===== src/rtl/alu_op_issue_if.sv =====
// Request and result channels of the ALU issue stage.
// master = requester/consumer side, slave = the issue stage.
interface alu_op_issue_if #(
  parameter int TAG_W = 3
);
  logic             in_valid;
  logic             in_ready;
  logic [4:0]       in_a;
  logic [4:0]       in_b;
  logic [3:0]       in_control;
  logic             res_valid;
  logic             res_ready;
  logic [9:0]       res_data;
  logic [TAG_W-1:0] res_tag;
  logic             res_dz;

  modport master (
    output in_valid, in_a, in_b, in_control, res_ready,
    input  in_ready, res_valid, res_data, res_tag, res_dz
  );

  modport slave (
    input  in_valid, in_a, in_b, in_control, res_ready,
    output in_ready, res_valid, res_data, res_tag, res_dz
  );
endinterface


===== src/rtl/alu_op_issue.sv =====
// Issue/retire stage around a combinational 5-bit ALU: requests are queued
// in a small FIFO, the head drives the ALU, and the ALU result is captured
// into a tagged result register. Divide-by-zero gets a fixed substitute.
module alu_op_issue #(
  parameter int DEPTH = 4,
  parameter int TAG_W = 3,
  parameter int DZC_W = 8
) (
  input  logic             clk,
  input  logic             rst,
  alu_op_issue_if.slave    bus,
  output logic [4:0]       alu_a,
  output logic [4:0]       alu_b,
  output logic [3:0]       alu_control,
  input  logic [9:0]       alu_out,
  output logic [DZC_W-1:0] dz_count
);
  localparam int PTR_W = $clog2(DEPTH);
  localparam logic [PTR_W:0]   PTR_ONE = {{PTR_W{1'b0}}, 1'b1};
  localparam logic [TAG_W-1:0] TAG_ONE = {{(TAG_W-1){1'b0}}, 1'b1};
  localparam logic [DZC_W-1:0] DZC_ONE = {{(DZC_W-1){1'b0}}, 1'b1};

  function automatic logic [DZC_W-1:0] sat_inc(input logic [DZC_W-1:0] v);
    return (&v) ? v : v + DZC_ONE;
  endfunction

  function automatic logic is_div_zero(input logic [3:0] c, input logic [4:0] b);
    return (c[3:2] == 2'b11) && (b == 5'd0);
  endfunction

  // Request storage; the extra pointer bit separates full from empty.
  logic [4:0]       mem_a [DEPTH];
  logic [4:0]       mem_b [DEPTH];
  logic [3:0]       mem_c [DEPTH];
  logic [TAG_W-1:0] mem_t [DEPTH];

  logic [PTR_W:0]   wr_ptr, rd_ptr;
  logic [TAG_W-1:0] tag_cnt;
  logic             full, empty, push, issue;
  logic [PTR_W-1:0] wr_idx, rd_idx;

  // Result register (stage p1).
  logic             vld_p1;
  logic [9:0]       data_p1;
  logic [TAG_W-1:0] tag_p1;
  logic             dz_p1;
  logic [DZC_W-1:0] dz_cnt;

  assign wr_idx = wr_ptr[PTR_W-1:0];
  assign rd_idx = rd_ptr[PTR_W-1:0];
  assign empty  = (wr_ptr == rd_ptr);
  assign full   = (wr_ptr[PTR_W] != rd_ptr[PTR_W]) && (wr_idx == rd_idx);
  assign push   = bus.in_valid && !full;
  assign issue  = !empty && (!vld_p1 || bus.res_ready);

  assign bus.in_ready  = !full;
  assign bus.res_valid = vld_p1;
  assign bus.res_data  = data_p1;
  assign bus.res_tag   = tag_p1;
  assign bus.res_dz    = dz_p1;
  assign dz_count      = dz_cnt;

  // FIFO storage write; contents need no reset since pointers gate them.
  always_ff @(posedge clk) begin
    if (push) begin
      mem_a[wr_idx] <= bus.in_a;
      mem_b[wr_idx] <= bus.in_b;
      mem_c[wr_idx] <= bus.in_control;
      mem_t[wr_idx] <= tag_cnt;
    end
  end

  // Head entry drives the ALU directly from storage; zero when empty.
  always_comb begin
    alu_a       = 5'd0;
    alu_b       = 5'd0;
    alu_control = 4'd0;
    if (!empty) begin
      alu_a       = mem_a[rd_idx];
      alu_b       = mem_b[rd_idx];
      alu_control = mem_c[rd_idx];
    end
  end

  // Pointers, tag counter and result register (stage p0 -> p1).
  always_ff @(posedge clk) begin
    if (rst) begin
      wr_ptr  <= '0;
      rd_ptr  <= '0;
      tag_cnt <= '0;
      vld_p1  <= 1'b0;
      data_p1 <= '0;
      tag_p1  <= '0;
      dz_p1   <= 1'b0;
      dz_cnt  <= '0;
    end else begin
      if (push) begin
        wr_ptr  <= wr_ptr + PTR_ONE;
        tag_cnt <= tag_cnt + TAG_ONE;
      end
      if (issue) begin
        rd_ptr <= rd_ptr + PTR_ONE;
        vld_p1 <= 1'b1;
        tag_p1 <= mem_t[rd_idx];
        if (is_div_zero(alu_control, alu_b)) begin
          data_p1 <= 10'h3FF;
          dz_p1   <= 1'b1;
          dz_cnt  <= sat_inc(dz_cnt);
        end else begin
          data_p1 <= alu_out;
          dz_p1   <= 1'b0;
        end
      end else if (vld_p1 && bus.res_ready) begin
        vld_p1 <= 1'b0;
      end
    end
  end
endmodule


===== src/flat_wrapper.sv =====
// flat-port wrapper written by rule: the top's interface ports become plain ports
module alu_op_issue_flat 
#(
  parameter int DEPTH = 4,
  parameter int TAG_W = 3,
  parameter int DZC_W = 8
)
  (clk, rst, alu_a, alu_b, alu_control, alu_out, dz_count, bus_in_valid, bus_in_a, bus_in_b, bus_in_control, bus_res_ready, bus_in_ready, bus_res_valid, bus_res_data, bus_res_tag, bus_res_dz);
  alu_op_issue_if #(.TAG_W(TAG_W)) bus_i ();
  input  logic clk;
  input  logic rst;
  output logic [4:0] alu_a;
  output logic [4:0] alu_b;
  output logic [3:0] alu_control;
  input  logic [9:0] alu_out;
  output logic [DZC_W-1:0] dz_count;
  input wire logic [$bits(bus_i.in_valid)-1:0] bus_in_valid;
  input wire logic [$bits(bus_i.in_a)-1:0] bus_in_a;
  input wire logic [$bits(bus_i.in_b)-1:0] bus_in_b;
  input wire logic [$bits(bus_i.in_control)-1:0] bus_in_control;
  input wire logic [$bits(bus_i.res_ready)-1:0] bus_res_ready;
  output wire logic [$bits(bus_i.in_ready)-1:0] bus_in_ready;
  output wire logic [$bits(bus_i.res_valid)-1:0] bus_res_valid;
  output wire logic [$bits(bus_i.res_data)-1:0] bus_res_data;
  output wire logic [$bits(bus_i.res_tag)-1:0] bus_res_tag;
  output wire logic [$bits(bus_i.res_dz)-1:0] bus_res_dz;
  assign bus_i.in_valid = bus_in_valid;
  assign bus_i.in_a = bus_in_a;
  assign bus_i.in_b = bus_in_b;
  assign bus_i.in_control = bus_in_control;
  assign bus_i.res_ready = bus_res_ready;
  assign bus_in_ready = bus_i.in_ready;
  assign bus_res_valid = bus_i.res_valid;
  assign bus_res_data = bus_i.res_data;
  assign bus_res_tag = bus_i.res_tag;
  assign bus_res_dz = bus_i.res_dz;
  alu_op_issue #(.DEPTH(DEPTH), .TAG_W(TAG_W), .DZC_W(DZC_W)) u_core (.clk(clk), .rst(rst), .bus(bus_i), .alu_a(alu_a), .alu_b(alu_b), .alu_control(alu_control), .alu_out(alu_out), .dz_count(dz_count));
endmodule

===== config.mk =====
export PLATFORM = sky130hd
export DESIGN_NAME = alu_op_issue_flat
export DESIGN_NICKNAME = d
export VERILOG_FILES = /design/src/rtl/alu_op_issue_if.sv /design/src/rtl/alu_op_issue.sv /design/src/flat_wrapper.sv
export SDC_FILE = /design/constraint.sdc
export NUM_CORES = 1
export LEC_CHECK = 0
export ABC_AREA = 1
export CELL_PAD_IN_SITES_DETAIL_PLACEMENT = 1
export CELL_PAD_IN_SITES_GLOBAL_PLACEMENT = 2
export CORE_MARGIN = 8
export CORE_UTILIZATION = 37
export CTS_CLUSTER_DIAMETER = 120
export DETAILED_ROUTE_END_ITERATION = 10
export HOLD_SLACK_MARGIN = 0.08
export PLACE_DENSITY = 0.9
export SLEW_MARGIN = 20
export SYNTH_ARGS = -nofsm -noshare
export SYNTH_HDL_FRONTEND = slang
export SYNTH_SLANG_ARGS = --single-unit

===== constraint.sdc =====
create_clock -name clk -period 5.3 [get_ports clk]
set_input_delay 0.53 -clock clk [delete_from_list [all_inputs] [get_ports clk]]
set_output_delay 0.53 -clock clk [all_outputs]
set_load 0.005 [all_outputs]

Word-level counts from Yosys, hierarchy flattened
Memory sizes are Yosys's and may differ from the RTL's. A register that Yosys moved wholly into a read port is not among the register bits.
Cells that the tools add are included.
- register bits after elaboration: 29
- RAM bits: 68
- bits of input ports: 28
- output and inout port bits: 38
- logic and storage cells: 48
- memories kept: 4
- memories (memory ; depth ; bits a word ; rd ports ; clocked after memory_dff ; write ports ; RTL line ; text):
    u_core.mem_a ; 4 ; 5 ; 1 ; 1 ; 1 ; alu_op_issue.sv:32 ; logic [4:0] mem_a [DEPTH];
    u_core.mem_b ; 4 ; 5 ; 1 ; 1 ; 1 ; alu_op_issue.sv:33 ; logic [4:0] mem_b [DEPTH];
    u_core.mem_c ; 4 ; 4 ; 1 ; 1 ; 1 ; alu_op_issue.sv:34 ; logic [3:0] mem_c [DEPTH];
    u_core.mem_t ; 4 ; 3 ; 1 ; 1 ; 1 ; alu_op_issue.sv:35 ; logic [TAG_W-1:0] mem_t [DEPTH];
- add/sub/neg operators: 4
- eq/ne operators: 4
- muxes and demuxes: 15
- bitwise logic cells: 1
- reductions and logical operators: 13
- operators with widths (cell ; count):
    two-way mux 2 bit ; 6
    two-way mux 10 bit ; 1
    two-way mux 5 bit ; 2
    adder 3 x 1 -> 3 bit (second input constant) ; 3
    adder 8 x 1 -> 8 bit (second input constant) ; 1
    AND reduction 8 bit ; 1
    logical AND 1 bit ; 5
    zero test 5 bit ; 1
    two-way mux 1 bit ; 5
    two-way mux 4 bit ; 1
    equality test 3 bit ; 1
    zero test 1 bit ; 3
    AND reduction 3 bit ; 1
    equality test 2 bit ; 1
    equality test 2 bit (second input constant) ; 1
    nonzero test 2 bit ; 1
    logical OR 1 bit ; 1
    != test 1 bit ; 1
    NOT 1 bit ; 1

Depth between registers and ports, before layout
- depth after elaboration: 6
- depth in mapped cells: 12
- depth with buffers taken out: 12

Worst setup path after synthesis
No wires, ideal clock.
- kind: reg-to-reg
- start: register u_core.rd_ptr[1]
- end: memory u_core.mem_a[3][0] (enable)
- setup time: 0.392 ns
- data arrival time: 1.706 ns
- required time: 4.908 ns
- slack: 3.202 ns
- cell stages (with the launch flop): 7
- path buffers: 0
- period minus slack after synthesis: 2.098 ns
- cells stage by stage: dfxtp_1 > inv_2 > nand2_1 > nand2_1 > nand4_1 > nand2_1 > nor2_1
- word-level cells in the longest chain between the ends: 6
- RTL lines (element ; RTL line ; text):
    from (decl) ; alu_op_issue.sv:37 ; logic [PTR_W:0] wr_ptr, rd_ptr;
    from (signal assigned) ; alu_op_issue.sv:102 ; rd_ptr <= rd_ptr + PTR_ONE;
    equality test 2 bit ; alu_op_issue.sv:52 ; assign full = (wr_ptr[PTR_W] != rd_ptr[PTR_W]) && (wr_idx == rd_idx);
    logical AND 1 bit ; alu_op_issue.sv:52 ;
    zero test 1 bit ; n/a ;
    via bus_in_ready ; flat_wrapper.sv:22 ; output wire logic [$bits(bus_i.in_ready)-1:0] bus_in_ready;
    logical AND 1 bit ; alu_op_issue.sv:53 ; assign push = bus.in_valid && !full;
    two-way mux 1 bit ; alu_op_issue.sv:65 ; if (push) begin
    two-way mux 1 bit (not written as such) ; alu_op_issue.sv:66 ; mem_a[wr_idx] <= bus.in_a;
    to (decl) ; alu_op_issue.sv:32 ;
The timed path passes the listed nets, and every way through them passes these cells.

==> results.yml <==
run_status:
  status: "completed"
route:
  wire_per_inst_um: 16.9
  viasPerCell: 4.94
  route.vias.total: 3285
  final_antenna_net_count: 0
  wl_um: 11200
  dr.pass1.iters: 4
  drt_iter0_markers: 160
  route.detailed.drc: 0
final_layout:
  ff_latch_area_um2: 2720
  final_cell_area_um2: 5510
  fin_util_pct: 46.5
  insertedDiodeCount: 0
  syn2layout_area_growth_pct: 24.5
  fillCellCount: 1336
  multiInputGateArea_um2: 1360
  drive_above_1_share_pct: 9.27
  finalNetCount: 548
  fin_cells: 665
synth:
  yosysWarnings: 0
  syn_inst: 447
  synth_top_cell_area_share_pct: 46.1
  syn-num-nets: 482
  syn_area_per_cell_um2: 9.91
  netlist_area_um2: 4430
  synth_area_leaders: "edfxtp_1, dfxtp_1, nand2_1"
  synth-seq-cells: 102
  synth_cell_types: 30
  yosysTopAreaCell: "edfxtp_1"
  seq_area_frac_synth_pct: 61.5
place:
  dp_hpwl_um: 7540
  place_ws_ns: 2.10
  placed_cells: 649
  gp_congestion: 0.734
  port_buffers: 65
  place_area_um2: 5200
floorplanning:
  pin_count: 66
  die_height_um: 125
  rows: 40
  die_w_um: 125
  core_um2: 11900
  die_area_um2: 15700
  initial_utilization_pct: 37.3
clock_network:
  cts_made_buffers: 9
  cts_setup_buffers: 0
  clk_pin_slew_ns: 0.07
  cts.path.max_buffers: 2
  clock-root-buffer: "clkbuf_16"
  cts_sinks: 102
  h-tree-depth: 3
  cts_tree: "built"
  clk-insertion-delay-late_ns: 0.34
  ctsHoldBuffers: 0
  postCtsResizedCells: 0
timing:
  fmax_mhz: 329
  drv_slew: 0
  rsz0062_at_grt: "no"
  setup_viol: 0
  skew_ns: 0.00744
  holdWs_ns: 0.508
  tightest_slew_ns: 0.791
  relSlewSlack_pct: 47.0
  hold_viol: 0
  post-route-min-period_ns: 3.04
  fin_tns_setup_ns: 0
  layout_setup_ws_ns: 2.26
  layout_worst_path_cycle_share_pct: 57.4
setup_path:
  start_kind: "flip-flop"
  slowest_delay_ns: 0.72
  ff2ff_path_depth: 8
  r2r_slack_ns: 3.02
  cp-end-kind: "output pin"
  critPathKind: "reg -> out"
  cp.arrival_ns: 2.51
  worstPathMaxFanout: 29
  cp.required_ns: 4.77
  slowest_stage: "dfxtp_2"
  r2r-end: "u_core.bus.res_data[9]"
  crit_chain: "inv_2 > or2_2 > nand2_1 > nand2_1 > nand2_1 > inv_1 > clkdlybuf4s50_1"
  crit_top_cell: "nand2_1"
  worstSetupEndpoint: "alu_control[3]"
global_routing:
  grt_pass1_vias: 3627
  overflow: 0
  antenna_found_initial: 0
  grt_max_degree: 30
  grt_usage_pct: 14.7
  grt_pass1_wl_um: 18400
flow_run:
  cap_violations: 0
pwr:
  design_power_total_mw: 2.73
  vdd_ir_drop_max_uv: 208
  p_per_area_nw_per_um2: 495
  leakage_nw: 2.21
hold_path:
  min_path_type: "reg -> reg"
-- placed cells by master (no fill, tap or decap), types with 2 or more instances in the layout --
cell,instances
nand3_2,6
nand2_2,9
inv_1,59
dfxtp_1,33
nand4_1,8
or2_2,2
a21oi_1,22
o21ai_0,43
buf_4,4
o22ai_1,7
inv_2,4
nand3_1,12
edfxtp_1,68
nand2_1,71
o21ai_1,3
clkinv_4,2
nor2_1,64
nor2_4,3
clkdlybuf4s50_1,65
ha_1,7
bufinv_16,2
a31oi_1,4
clkbuf_16,9
clkinv_1,2
-- worst max-delay path: cells and delay by family, from the launching register on --
kind,cells,cell delay (ns)
buffers and inverters,3,0.84
and+or+nand+nor,4,0.59
DFF,1,0.72
-- kinds of logic after synthesis --
| group | synth area share, % |
|---|---|
| and+or+nand+nor | 18.7 |
| DFF | 61.5 |
| AOI/OAI and AO/OA | 9.24 |
| buffers and inverters | 7.77 |
| adders and majority gates | 1.98 |
| xor gates and xnor gates | 0.819 |
-- cells in the mapped netlist, drive strengths merged --
cell / count
a21oi: 22
a31oi: 4
buf: 10
clkbuf: 4
clkinv: 1
dfxtp: 34
edfxtp: 68
ha: 7
inv: 64
nand2: 81
nand3: 19
nand4: 9
nor2: 67
o21ai: 46
o22ai: 7
or2: 2
xnor2: 1
xor2: 1
-- cell type report --
cell class / instances / area share, %
clock buffers: 10 / 4.15
repair buffers: 69 / 12.3
flip-flops and latches: 102 / 49.4
clock inverters: 6 / 1.57
multi-input cells: 266 / 24.7
inverters: 65 / 4.47
well taps: 147 / 3.34
-- where the power goes --
| part | total, mW | leakage (nW) | internal, mW | switching, mW |
|---|---|---|---|---|
| Clock | 0.694 | 0.154 | 0.413 | 0.281 |
| Combinational | 0.968 | 1.15 | 0.422 | 0.546 |
| Sequential | 1.06 | 0.907 | 0.953 | 0.111 |
-- registers in the layout, summed over array words and instances, names as in the netlist, named ones only --
name	flops
u_core.bus.res_tag	3
u_core.mem_b	20
u_core.dz_count	8
u_core.bus.res_data	10
u_core.mem_a	20
u_core.rd_ptr	3
u_core.wr_ptr	3
u_core.bus.res_dz	1
u_core.bus.res_valid	1
u_core.mem_t	12
u_core.tag_cnt	3
u_core.mem_c	16
-- worst min path at each step --
stage / slack (ns) / end / startpoint / cells past startpoint
after floorplan: 0.45 / u_core.wr_ptr[2] / u_core.wr_ptr[2] / 2
after global placement: 0.45 / u_core.bus.res_dz / u_core.bus.res_dz / 2
after detailed placement: 0.48 / u_core.bus.res_dz / u_core.bus.res_dz / 2
after CTS: 0.50 / u_core.bus.res_dz / u_core.bus.res_dz / 2
after global routing: 0.53 / u_core.bus.res_dz / u_core.bus.res_dz / 2
final: 0.51 / u_core.bus.res_dz / u_core.bus.res_dz / 2
-- per-layer routing --
metal	vias to the layer above	wire (um)	GRT usage, %
met2	40	6110	28.0
met5	-	0	0
met3	14	287	2.46
met4	0	219	6.52
met1	1619	4600	15.4
li1	1612	-	-
Power figures use the tool's default switching activity.
